[src/rtl/audio_mixer.sv]
//-----------------------------------------------------------------------------
// audio_mixer
//
// Parametrised N-channel unsigned audio mixer. On each sample strobe the
// channel samples, gains and mutes are captured into shadow registers, then
// accumulated one channel per clock. The sum is saturated to OUT_W bits and
// registered on mix_out with a one-cycle mix_valid pulse.
//
// Optional feature (macro AUDIO_MIXER_PEAK_EN): adds a peak-hold output
// (peak_out), a sticky saturation flag (clip) and their clear (peak_clr).
//
// Ports:
//   CLKSYS       in   system clock
//   RESET        in   asynchronous active-high reset
//   sample_stb   in   one-cycle pulse, start mixing one sample
//   ch_data      in   NCH*IN_W channel samples, channel k at [k*IN_W +: IN_W]
//   ch_gain      in   NCH*GAIN_W gain codes, channel k at [k*GAIN_W +: GAIN_W]
//   ch_mute      in   NCH mute bits, 1 = channel contributes 0
//   overrun_clr  in   clears the sticky overrun flag
//   mix_out      out  last completed mixed sample
//   mix_valid    out  one-cycle pulse when mix_out updates
//   busy         out  high while a mix is in progress
//   overrun      out  sticky, a strobe arrived while busy
//   peak_out     out  (PEAK_EN) maximum mix_out since reset / last peak_clr
//   peak_clr     in   (PEAK_EN) clears peak_out and clip
//   clip         out  (PEAK_EN) sticky, a mix saturated
//-----------------------------------------------------------------------------
`timescale 1ns/1ps

module audio_mixer #(
    parameter int NCH     = 4,
    parameter int IN_W    = 16,
    parameter int GAIN_W  = 4,
    parameter int GAIN_SH = 3,
    parameter int OUT_W   = 16
) (
    input  logic                  CLKSYS,
    input  logic                  RESET,
    input  logic                  sample_stb,
    input  logic [NCH*IN_W-1:0]   ch_data,
    input  logic [NCH*GAIN_W-1:0] ch_gain,
    input  logic [NCH-1:0]        ch_mute,
    input  logic                  overrun_clr,
    output logic [OUT_W-1:0]      mix_out,
    output logic                  mix_valid,
    output logic                  busy,
`ifdef AUDIO_MIXER_PEAK_EN
    output logic [OUT_W-1:0]      peak_out,
    input  logic                  peak_clr,
    output logic                  clip,
`endif
    output logic                  overrun
);

    // Accumulator is wide enough that NCH full-scale products never wrap.
    localparam int AW = IN_W + GAIN_W + $clog2(NCH) + 1;
    localparam int PW = IN_W + GAIN_W;
    localparam int IW = (NCH > 1) ? $clog2(NCH) : 1;
    localparam logic [IW-1:0] LAST_IDX = IW'(NCH - 1);

    typedef enum logic [1:0] {
        IDLE,
        ACC,
        SAT
    } state_t;

    state_t state, state_nx;

    logic [AW-1:0]     acc;
    logic [IW-1:0]     idx;
    logic              start;
    logic              acc_en;
    logic              done;

    logic [IN_W-1:0]   sh_data [NCH];
    logic [GAIN_W-1:0] sh_gain [NCH];
    logic [NCH-1:0]    sh_mute;

    logic [PW-1:0]     prod;
    logic [AW-1:0]     term;
    logic              sat_hit;
    logic [OUT_W-1:0]  acc_low;
    logic [OUT_W-1:0]  sat_val;

    //-------------------------------------------------------------------------
    // FSM
    //-------------------------------------------------------------------------
    always_ff @(posedge CLKSYS or posedge RESET) begin
        if (RESET) state <= IDLE;
        else       state <= state_nx;
    end

    // NOTE: every signal written here gets a default first so no path leaves
    // it unassigned; otherwise synthesis infers a latch.
    always_comb begin
        state_nx = state;
        start    = 1'b0;
        acc_en   = 1'b0;
        done     = 1'b0;
        unique case (state)
            IDLE: begin
                if (sample_stb) begin
                    start    = 1'b1;
                    state_nx = ACC;
                end
            end
            ACC: begin
                acc_en = 1'b1;
                if (idx == LAST_IDX) state_nx = SAT;
            end
            SAT: begin
                done     = 1'b1;
                state_nx = IDLE;
            end
            default: state_nx = IDLE;
        endcase
    end

    assign busy = (state != IDLE);

    //-------------------------------------------------------------------------
    // Shadow capture of the channel inputs so they may change mid-mix.
    //-------------------------------------------------------------------------
    // NOTE: the shadow bank is pure datapath storage that is always written
    // before it is read, so it carries no reset; this keeps it a plain
    // register bank / memory without reset routing.
    always_ff @(posedge CLKSYS) begin
        if (start) begin
            for (int k = 0; k < NCH; k++) begin
                sh_data[k] <= ch_data[k*IN_W +: IN_W];
                sh_gain[k] <= ch_gain[k*GAIN_W +: GAIN_W];
            end
            sh_mute <= ch_mute;
        end
    end

    //-------------------------------------------------------------------------
    // Per-channel scaled contribution. Gain code 0 yields a zero product,
    // which makes it behave exactly like mute.
    //-------------------------------------------------------------------------
    always_comb begin
        prod = PW'(sh_data[idx]) * PW'(sh_gain[idx]);
        term = sh_mute[idx] ? '0 : AW'(prod >> GAIN_SH);
    end

    //-------------------------------------------------------------------------
    // Saturation to OUT_W. If the accumulator fits in OUT_W it cannot clip.
    //-------------------------------------------------------------------------
    if (AW > OUT_W) begin : g_sat
        assign sat_hit = |acc[AW-1:OUT_W];
        assign acc_low = acc[OUT_W-1:0];
    end else begin : g_nosat
        assign sat_hit = 1'b0;
        assign acc_low = OUT_W'(acc);
    end

    assign sat_val = sat_hit ? {OUT_W{1'b1}} : acc_low;

    //-------------------------------------------------------------------------
    // Accumulator, output register and status flags
    //-------------------------------------------------------------------------
    // NOTE: state registers use non-blocking assignments so every register
    // samples the pre-edge values regardless of statement order.
    always_ff @(posedge CLKSYS or posedge RESET) begin
        if (RESET) begin
            acc       <= '0;
            idx       <= '0;
            mix_out   <= '0;
            mix_valid <= 1'b0;
            overrun   <= 1'b0;
        end else begin
            mix_valid <= done;

            if (start) begin
                acc <= '0;
                idx <= '0;
            end else if (acc_en) begin
                acc <= acc + term;
                idx <= (idx == LAST_IDX) ? '0 : idx + 1'b1;
            end

            if (done) mix_out <= sat_val;

            // A strobe that lands while busy sets the flag; set beats clear.
            if (sample_stb && busy) overrun <= 1'b1;
            else if (overrun_clr)   overrun <= 1'b0;
        end
    end

`ifdef AUDIO_MIXER_PEAK_EN
    //-------------------------------------------------------------------------
    // Peak hold and clip flag, updated on the same edge as mix_out. A clear
    // coinciding with a completion restarts the peak from the new sample.
    //-------------------------------------------------------------------------
    always_ff @(posedge CLKSYS or posedge RESET) begin
        if (RESET) begin
            peak_out <= '0;
            clip     <= 1'b0;
        end else begin
            if (done) begin
                if (peak_clr || (sat_val > peak_out)) peak_out <= sat_val;
            end else if (peak_clr) begin
                peak_out <= '0;
            end

            if (done && sat_hit) clip <= 1'b1;
            else if (peak_clr)   clip <= 1'b0;
        end
    end
`endif

endmodule

[config.mk]
export PLATFORM = sky130hd
export DESIGN_NAME = audio_mixer
export DESIGN_NICKNAME = d
export VERILOG_FILES = /design/src/rtl/audio_mixer.sv
export SDC_FILE = /design/constraint.sdc
export NUM_CORES = 1
export LEC_CHECK = 0
export ABC_CLOCK_PERIOD_IN_PS = 13350
export CAP_MARGIN = 30
export CORE_ASPECT_RATIO = 1.2
export CORE_UTILIZATION = 45
export DETAILED_ROUTE_END_ITERATION = 7
export PLACE_DENSITY = 0.78
export SYNTH_ARGS = -nofsm -noshare
export SYNTH_HDL_FRONTEND = slang
export SYNTH_SLANG_ARGS = --single-unit
[constraint.sdc]
create_clock -name CLKSYS -period 13.35 [get_ports CLKSYS]
set_clock_uncertainty 0.1 [all_clocks]
set_input_delay 3.3375 -clock CLKSYS [delete_from_list [all_inputs] [get_ports CLKSYS]]
set_output_delay 3.3375 -clock CLKSYS [all_outputs]
set_load 0.005 [all_outputs]
; Word level (Yosys, flattened, before mapping)
; Memories as Yosys holds them, arrays and structs flattened.
; Cells that the tools add are included.
[word_totals]
reg_bits = 49
ramBits = 80
inputBits = 88
wordCells = 45
n_memories = 2
[op_classes]
addsub = 2
mul = 1
n_lt_le_gt_ge = 1
eq_ne = 5
n_mux = 20
reduce_logical = 7
[mem_list]
columns = memory, words, word_bits, read_ports, rd_ports_with_merged_regs, wr, line
row1 = sh_data, 4, 16, 1, 0, 4, 75  ; logic [IN_W-1:0] sh_data [NCH];
row2 = sh_gain, 4, 4, 1, 0, 4, 76  ; logic [GAIN_W-1:0] sh_gain [NCH];
[ops]
columns = operator, n
row1 = $mux W23, 2
row2 = $add A23 B17 Y23, 1
row3 = $mul A16 B4 Y20, 1
row4 = $mux W17, 1
row5 = $mux W16, 1
row6 = $mux W2, 5
row7 = $mux W1, 9
row8 = $reduce_or A7 Y1, 1
row9 = $reduce_bool A2 Y1, 3
row10 = $eq A2 B2 Y1 const B, 2
row11 = $ne A2 B2 Y1 const B, 2
row12 = $pmux W2 S2, 1
row13 = $lt A2 B3 Y1 const B, 1
row14 = $add A2 B1 Y2 const B, 1
row15 = $bmux W1 S2, 1
row16 = $eq A2 B1 Y1 const B, 1
row17 = $logic_not A2 Y1, 1
row18 = $reduce_and A2 Y1, 1
row19 = $logic_and A1 B1 Y1, 1

; Depth between registers and ports, before layout
; Gate-level depths: netlist of the first run.
[logic_depth]
depth_word = 6
mapped_depth = 25

; Least setup slack after synthesis of the first run
; Ideal clock, no wire load.
[synth_timing]
kind = register -> register
startpoint = register idx[0]
endpoint = register acc[22]
setup_time_ns = 0.124
t_arrival_ns = 6.137
t_required_ns = 13.126
slack_ns = 6.989
path_stages_with_launch = 23
period_less_slack_ns = 6.361
path_cell_list = dfrtp_1 -> buf_4 -> buf_2 -> buf_2 -> mux4_2 -> and2_1 -> fa_1 -> inv_1 -> fa_1 -> inv_1 -> ha_1 -> a2111o_1 -> o211ai_1 -> a21oi_1 -> a211oi_1 -> nor4_1 -> ha_1 -> nand3_1 -> or4b_1 -> o21ai_2 -> a221o_2 -> nor4b_1 -> a211o_2
[synth_between]
elab_chain_len = 6
elab_cells_between_ends = 9
cone_classes = add/sub: 1 / mul: 1 / mux: 5 / memory: 2
[synth_rtl]
columns = element, line
row1 = from (decl), 70  ; logic [IW-1:0] idx;
row2 = from (signal assigned), 179  ; idx <= (idx == LAST_IDX) ? '0 : idx + 1'b1;
row3 = $mem_v2 Z4 W16 (tied with other cells), --
row4 = $mul A16 B4 Y20 / $mux W1 (equally long branches), "142, 143"
row5 = $mux W17 (*), 143  ; term = sh_mute[idx] ? '0 : AW'(prod >> GAIN_SH);
row6 = $add A23 B17 Y23 (*), 178  ; acc <= acc + term;
row7 = $mux W23 (*), 177  ; end else if (acc_en) begin
row8 = $mux W23 (*), 174  ; if (start) begin
row9 = to (signal assigned), 178
row10 = to (decl), 69  ; logic [AW-1:0] acc;
; Every way passes the cells marked *; elsewhere a longest branch is shown, timed or not. The select of a mux whose other input is x is not followed.
; A chain may end at the register's enable or synchronous reset.

; Worst setup path after layout of the first run
[layout_timing]
startpoint = register idx[0]
endpoint = register acc[20]
; Same word-level chain as after synthesis.

==> metrics, run 1 <==
status finished, final reports clean; vias in the first global route 5385; io pins 107; Finished Cell Area 9680 um2; GP Congestion 0.889; # resized after CTS 0; Final period util 50.3%; Sink Count 129; CTS tree yes; share of layout cells above drive strength 1 9.03%; Remaining DRCs 0; DR vias/cell 5.28; Layout fillers 1348; later-pin clock latency in the skew report 420 ps; Finished Layout Cells 1002; #FFs+latches synth 129; area occupied by multi-input gates 3760 um2; DRT antenna net count 0; antenna cells 0; count of input and output buffers 106; Worst-Margin Slew 917 ps; max-cap viol count 0; clk root buf clkbuf_16; CP Class flop to flop; Hold-fix buffers, CTS 0; hold crit path type flop to flop; Synth Cell Area 7770 um2; largest cells by area after synthesis edfxtp_1 32%, dfrtp_1 14%, fa_1 7.5%, ha_1 6.4%, mux4_2 6.1%; sequential area share after synthesis 47.0%; top_reg_cell synth edfxtp_1; final net count 931; Bufs on Longest Clock Path 2; Area after DPL 9060 um2; CP Data Arrival Time 6970 ps; fin crit period 6720 ps; Critical Path Fanout Max 24; f_max 149 MHz; Slew headroom 38.9%; RSZ-0062 raised after global routing false; fin. max-slew vios 0; syn avg cell area 11.7 um2; die width 122 um; ys async rst share 34.9%; chip height 146 um; initial core utilization 46.1%; syn nets 821; post-synthesis cell type count 65; FF/Latch Area 3650 um2; top cell type's share of synthesized area 32.5%; Critical Path RT 13610 ps; Core ar. 16900 um2; # H-tree levels 4; reg-to-reg slack, setup 6630 ps; antenna violations before repair 0; DP HPWL 11.3 mm; Setup violations, final 0; WL/cell 15.5 um; Inst Count DP 970; drt total wl 15.6 mm; cell accounting for the most synthesized area edfxtp_1; CTS buffer count 17; cells after synthesis 664; gr usage total 18.9%; setup tns final 0 ps; CTS clock-pin slew for the worst setup and hold paths 60 ps; critical path endpoint category flop; row cnt 52; CP startpoint kind flop; grt ovf 0; Hold Fails Final Rpt 0; die footprint 17800 um2; number of synthesized flops with an enable pin 84; layout overhead on the synthesized area 24.6%; number of DRC markers in iteration 0 302; first-pass GRT wire length 25.8 mm; largest net degree at the start of global routing 85; Synth warnings 0; # Post-CTS Setup Buffers 0; TritonRoute pass-1 iters 4; total number of vias 5295
## cell usage in the layout (no fill, tap or decap), types with 7 or more instances in the layout
cell	Yosys	final
clkdlybuf4s50_1	0	106
edfxtp_1	84	84
inv_1	69	67
nand2_1	52	52
dfrtp_1	45	45
and2_1	44	44
ha_1	40	40
fa_1	29	29
nor2_1	28	28
o21ai_0	26	26
a21oi_1	22	22
mux4_2	21	21
a21o_1	17	17
clkbuf_16	0	17
o22a_1	16	16
nand3_1	15	15
nor3_1	12	12
xnor2_1	12	12
buf_4	1	7
## through the flow
stage | utilization (%) | hold slack (ps) | setup slack [ps]
after floorplan | - | 375 | 6990
after global placement | 53.7 | 391 | 6870
after detailed placement | 53.7 | 395 | 6670
after CTS | 57.3 | 410 | 6630
after global routing | 57.4 | 421 | 6170
final | 57.4 | 402 | 6630
## critical path, stage by stage, from the launching register on
cell and delay [ps]:
dfrtp_1 320, buf_4 390, mux4_2 710, and2_1 210
fa_1 530, inv_1 50, fa_1 520, inv_1 40
ha_1 340, nor2b_1 180, o21ai_0 120, a21boi_1 330
o211ai_1 210, a211oi_1 390, nor3_1 90, or3b_1 390
ha_1 330, a21o_1 200, a21o_1 170, a221o_2 400
or4b_1 490, nand3_1 90
## cells in the mapped netlist, types with 12 or more instances
cell type,instances
edfxtp_1,84
inv_1,69
nand2_1,52
dfrtp_1,45
and2_1,44
ha_1,40
fa_1,29
nor2_1,28
o21ai_0,26
a21oi_1,22
mux4_2,21
a21o_1,17
o22a_1,16
clkbuf_1,15
nand3_1,15
nor3_1,12
xnor2_1,12
## logic make-up after synthesis
logic type | Yosys count | share of synthesized area (%)
AO/OA/AOI/OAI | 132 | 11.9
multiplexers | 28 | 7.01
buffers and inverters | 92 | 4.56
flip-flops | 129 | 47.0
AND/OR/NAND/NOR | 196 | 13.6
XOR/XNOR | 18 | 2.03
adder cells (fa/ha/maj) | 69 | 13.9
## per-layer routing
metal | track usage (%) | up-vias | wire length (um)
li1 | - | 2616 | -
met1 | 23.0 | 2517 | 6630
met2 | 31.9 | 141 | 7990
met3 | 4.08 | 21 | 588
met4 | 8.27 | 0 | 362
met5 | 0 | - | 0
## final cells by class
type,count,share of cell area (%)
multi-input cells,443,38.9
flip-flops and latches,129,37.7
repair buffers,114,11.8
clock buffers,17,4.40
well taps,216,2.79
inverters,69,2.69
clock inverters,14,1.71
## path summary, 6_finish.rpt
check | from | end | cells past startpoint
setup / recovery | idx[0]$_DFFE_PP0P_ | acc[20]$_DFFE_PP0P_ | 21
hold / removal | mix_out[10]$_DFFE_PP0P_ | mix_out[10]$_DFFE_PP0P_ | 1
setup reg to reg | idx[0]$_DFFE_PP0P_ | acc[20]$_DFFE_PP0P_ | 21
hold reg to reg | mix_out[10]$_DFFE_PP0P_ | mix_out[10]$_DFFE_PP0P_ | 1
max in group asynchronous | RESET | acc[0]$_DFFE_PP0P_ | 3
min in group asynchronous | RESET | overrun$_DFFE_PP0P_ | 3
## state kept, by name (all words and copies together) (netlist names)
signal,count
sh_data,64
sh_gain,16
state,2
mix_out,16
overrun,1
sh_mute,4
idx,2
mix_valid,1
acc,23
Power of run 1 is not shown: default switching activity piles up to over one toggle a cycle in this logic, so the estimate is an artifact.
==> run 2, diff against run 1 <==
ABC_CLOCK_PERIOD_IN_PS = 6900   (was 13350)
clock period = 6.9 ns   (was 13.35 ns; I/O delays follow)
==> metrics, run 2 (synthesis gave the netlist of run 1 again) <==
io pins 107 (unchanged); Setup violations, final 0 (unchanged); DRT antenna net count 0 (unchanged); TritonRoute pass-1 iters 5 (+1); Critical Path Fanout Max 24 (unchanged); Final period util 93.5% (+43 points); final net count 934 (+0.32%); count of input and output buffers 106 (unchanged); RR Endpoint acc[20]$_DFFE_PP0P_; routed length on met1 6.64 mm (about the same); first-pass GRT wire length 25.4 mm (-1.6%); Remaining DRCs 0 (unchanged); Core ar. 16900 um2 (unchanged); GP Congestion 0.843 (-5.2%); DR WL met3 613 um (+4.3%); Sink Count 129 (unchanged); die footprint 17800 um2 (unchanged); later-pin clock latency in the skew report 420 ps (about the same); grt ovf 0 (unchanged); vias in the first global route 5286 (-1.8%); fin. max-slew vios 0 (unchanged); RSZ-0062 raised after global routing false; Hold-fix buffers, CTS 0 (unchanged); largest net degree at the start of global routing 85 (unchanged); share of layout cells above drive strength 1 9.51% (+0.47 points); reg-to-reg slack, setup 450 ps (-6190 ps); CP Data Arrival Time 6710 ps (-260 ps); row cnt 52 (unchanged); Worst Reg-to-Reg Cells 23 (+9.5%); max reg flops 64 (unchanged); area occupied by multi-input gates 3770 um2 (+0.13%); Layout fillers 1370 (+1.6%); hold crit path type flop to flop; f_max 155 MHz (+4.1%); CP startpoint kind flop; most common cell after layout, fill and taps aside clkdlybuf4s50_1; initial core utilization 46.1% (unchanged); drt total wl 15.3 mm (-1.8%); Critical Path RT 7150 ps (-6460 ps); max-cap viol count 0 (unchanged); Slew headroom 37.9% (-0.95 points); CTS buffer count 17 (unchanged); Biggest register sh_data; setup tns final 0 ps (unchanged); gr usage total 18.4% (-0.46 points); clk root buf clkbuf_16; CTS clock-pin slew for the worst setup and hold paths 60 ps (about the same); CP Class flop to flop; number of DRC markers in iteration 0 314 (+4.0%); DR vias/cell 5.31 (+0.55%); fin crit period 6450 ps (-262 ps); commonest cells after routing, fill and taps aside 106 x clkdlybuf4s50_1, 84 x edfxtp_1, 67 x inv_1; chip height 146 um (unchanged); Critical path origin idx[0]$_DFFE_PP0P_; die width 122 um (unchanged); DP HPWL 11.3 mm (about the same); layout overhead on the synthesized area 25.1%; status finished, final reports clean; # H-tree levels 4 (unchanged); Setup crit end acc[20]$_DFFE_PP0P_; FF-to-FF Start idx[0]$_DFFE_PP0P_; CTS tree yes; top flop regs sh_data: 64 flops, acc: 23 flops; total number of vias 5340 (+0.85%); Hold Fails Final Rpt 0 (unchanged); top sig layer met4; metal2 WL 7.74 mm (-3.1%); Bufs on Longest Clock Path 2 (unchanged); antenna cells 0 (unchanged); critical path endpoint category flop; Worst-Margin Slew 931 ps (+14.2 ps); antenna violations before repair 0 (unchanged); WL/cell 15.2 um (-2.1%); FF/Latch Area 3650 um2 (unchanged)
## run 2: metrics by stage
stage               hold WS [ps]  cells  utilization [%]  instance area (um2)  setup WS, ps
finish                       401   1005             57.7                 9720           446
global route                 418   1005             57.7                 9720          19.3
CTS                          409   1002             57.4                 9670           429
detailed placement           396    971             53.9                 9080           451
global placement             392    969             53.8                 9060           557
floorplan                    375    664                -                 7770           539
## run 2: how the worst min path moves through the flow
stage | start | endpoint | slack [ps] | cells after the start
2_1_floorplan | acc[19]$_DFFE_PP0P_ | acc[19]$_DFFE_PP0P_ | 380 | 1
3_3_place_gp | mix_out[11]$_DFFE_PP0P_ | mix_out[11]$_DFFE_PP0P_ | 390 | 1
3_5_place_dp | overrun$_DFFE_PP0P_ | overrun$_DFFE_PP0P_ | 400 | 1
4_1_cts | mix_out[7]$_DFFE_PP0P_ | mix_out[7]$_DFFE_PP0P_ | 410 | 1
5_1_grt | mix_out[8]$_DFFE_PP0P_ | mix_out[8]$_DFFE_PP0P_ | 420 | 1
6_report | mix_out[7]$_DFFE_PP0P_ | mix_out[7]$_DFFE_PP0P_ | 400 | 1
## run 2: what timing repair did
item | in CTS | in global routing
resized for setup | 0 | 1
endpoints found under the setup margin | 0 | 1
buffers inserted | 0 | 2
## run 2: worst max-delay path, cell delays in order, from the launching register on
cell	delay [ps]
dfrtp_1	370
buf_12	210
mux4_2	670
and2_1	210
fa_1	500
inv_1	60
fa_1	520
inv_1	40
ha_1	340
nor2b_1	160
o21ai_0	200
a21boi_1	150
o211ai_1	330
a21oi_1	130
a211oi_1	260
nor4_1	80
ha_1	370
nand3_1	180
nor2_1	100
a211oi_4	230
o21ai_2	130
a221o_2	440
or4b_1	480
nand3_1	90
## run 2: final cells by class
type	instances	share of cell area [%]
clock buffers	18	4.42
clock inverters	13	1.67
inverters	69	2.68
multi-input cells	443	38.8
flip-flops and latches	129	37.5
well taps	216	2.78
repair buffers	117	12.1
## run 2: per-layer routing
metal,vias up,GRT usage [%]
met4,0,7.16
li1,2623,-
met2,136,30.4
met5,-,0
met1,2561,23.4
met3,20,4.04
Power of run 2 is left out for the same reason.
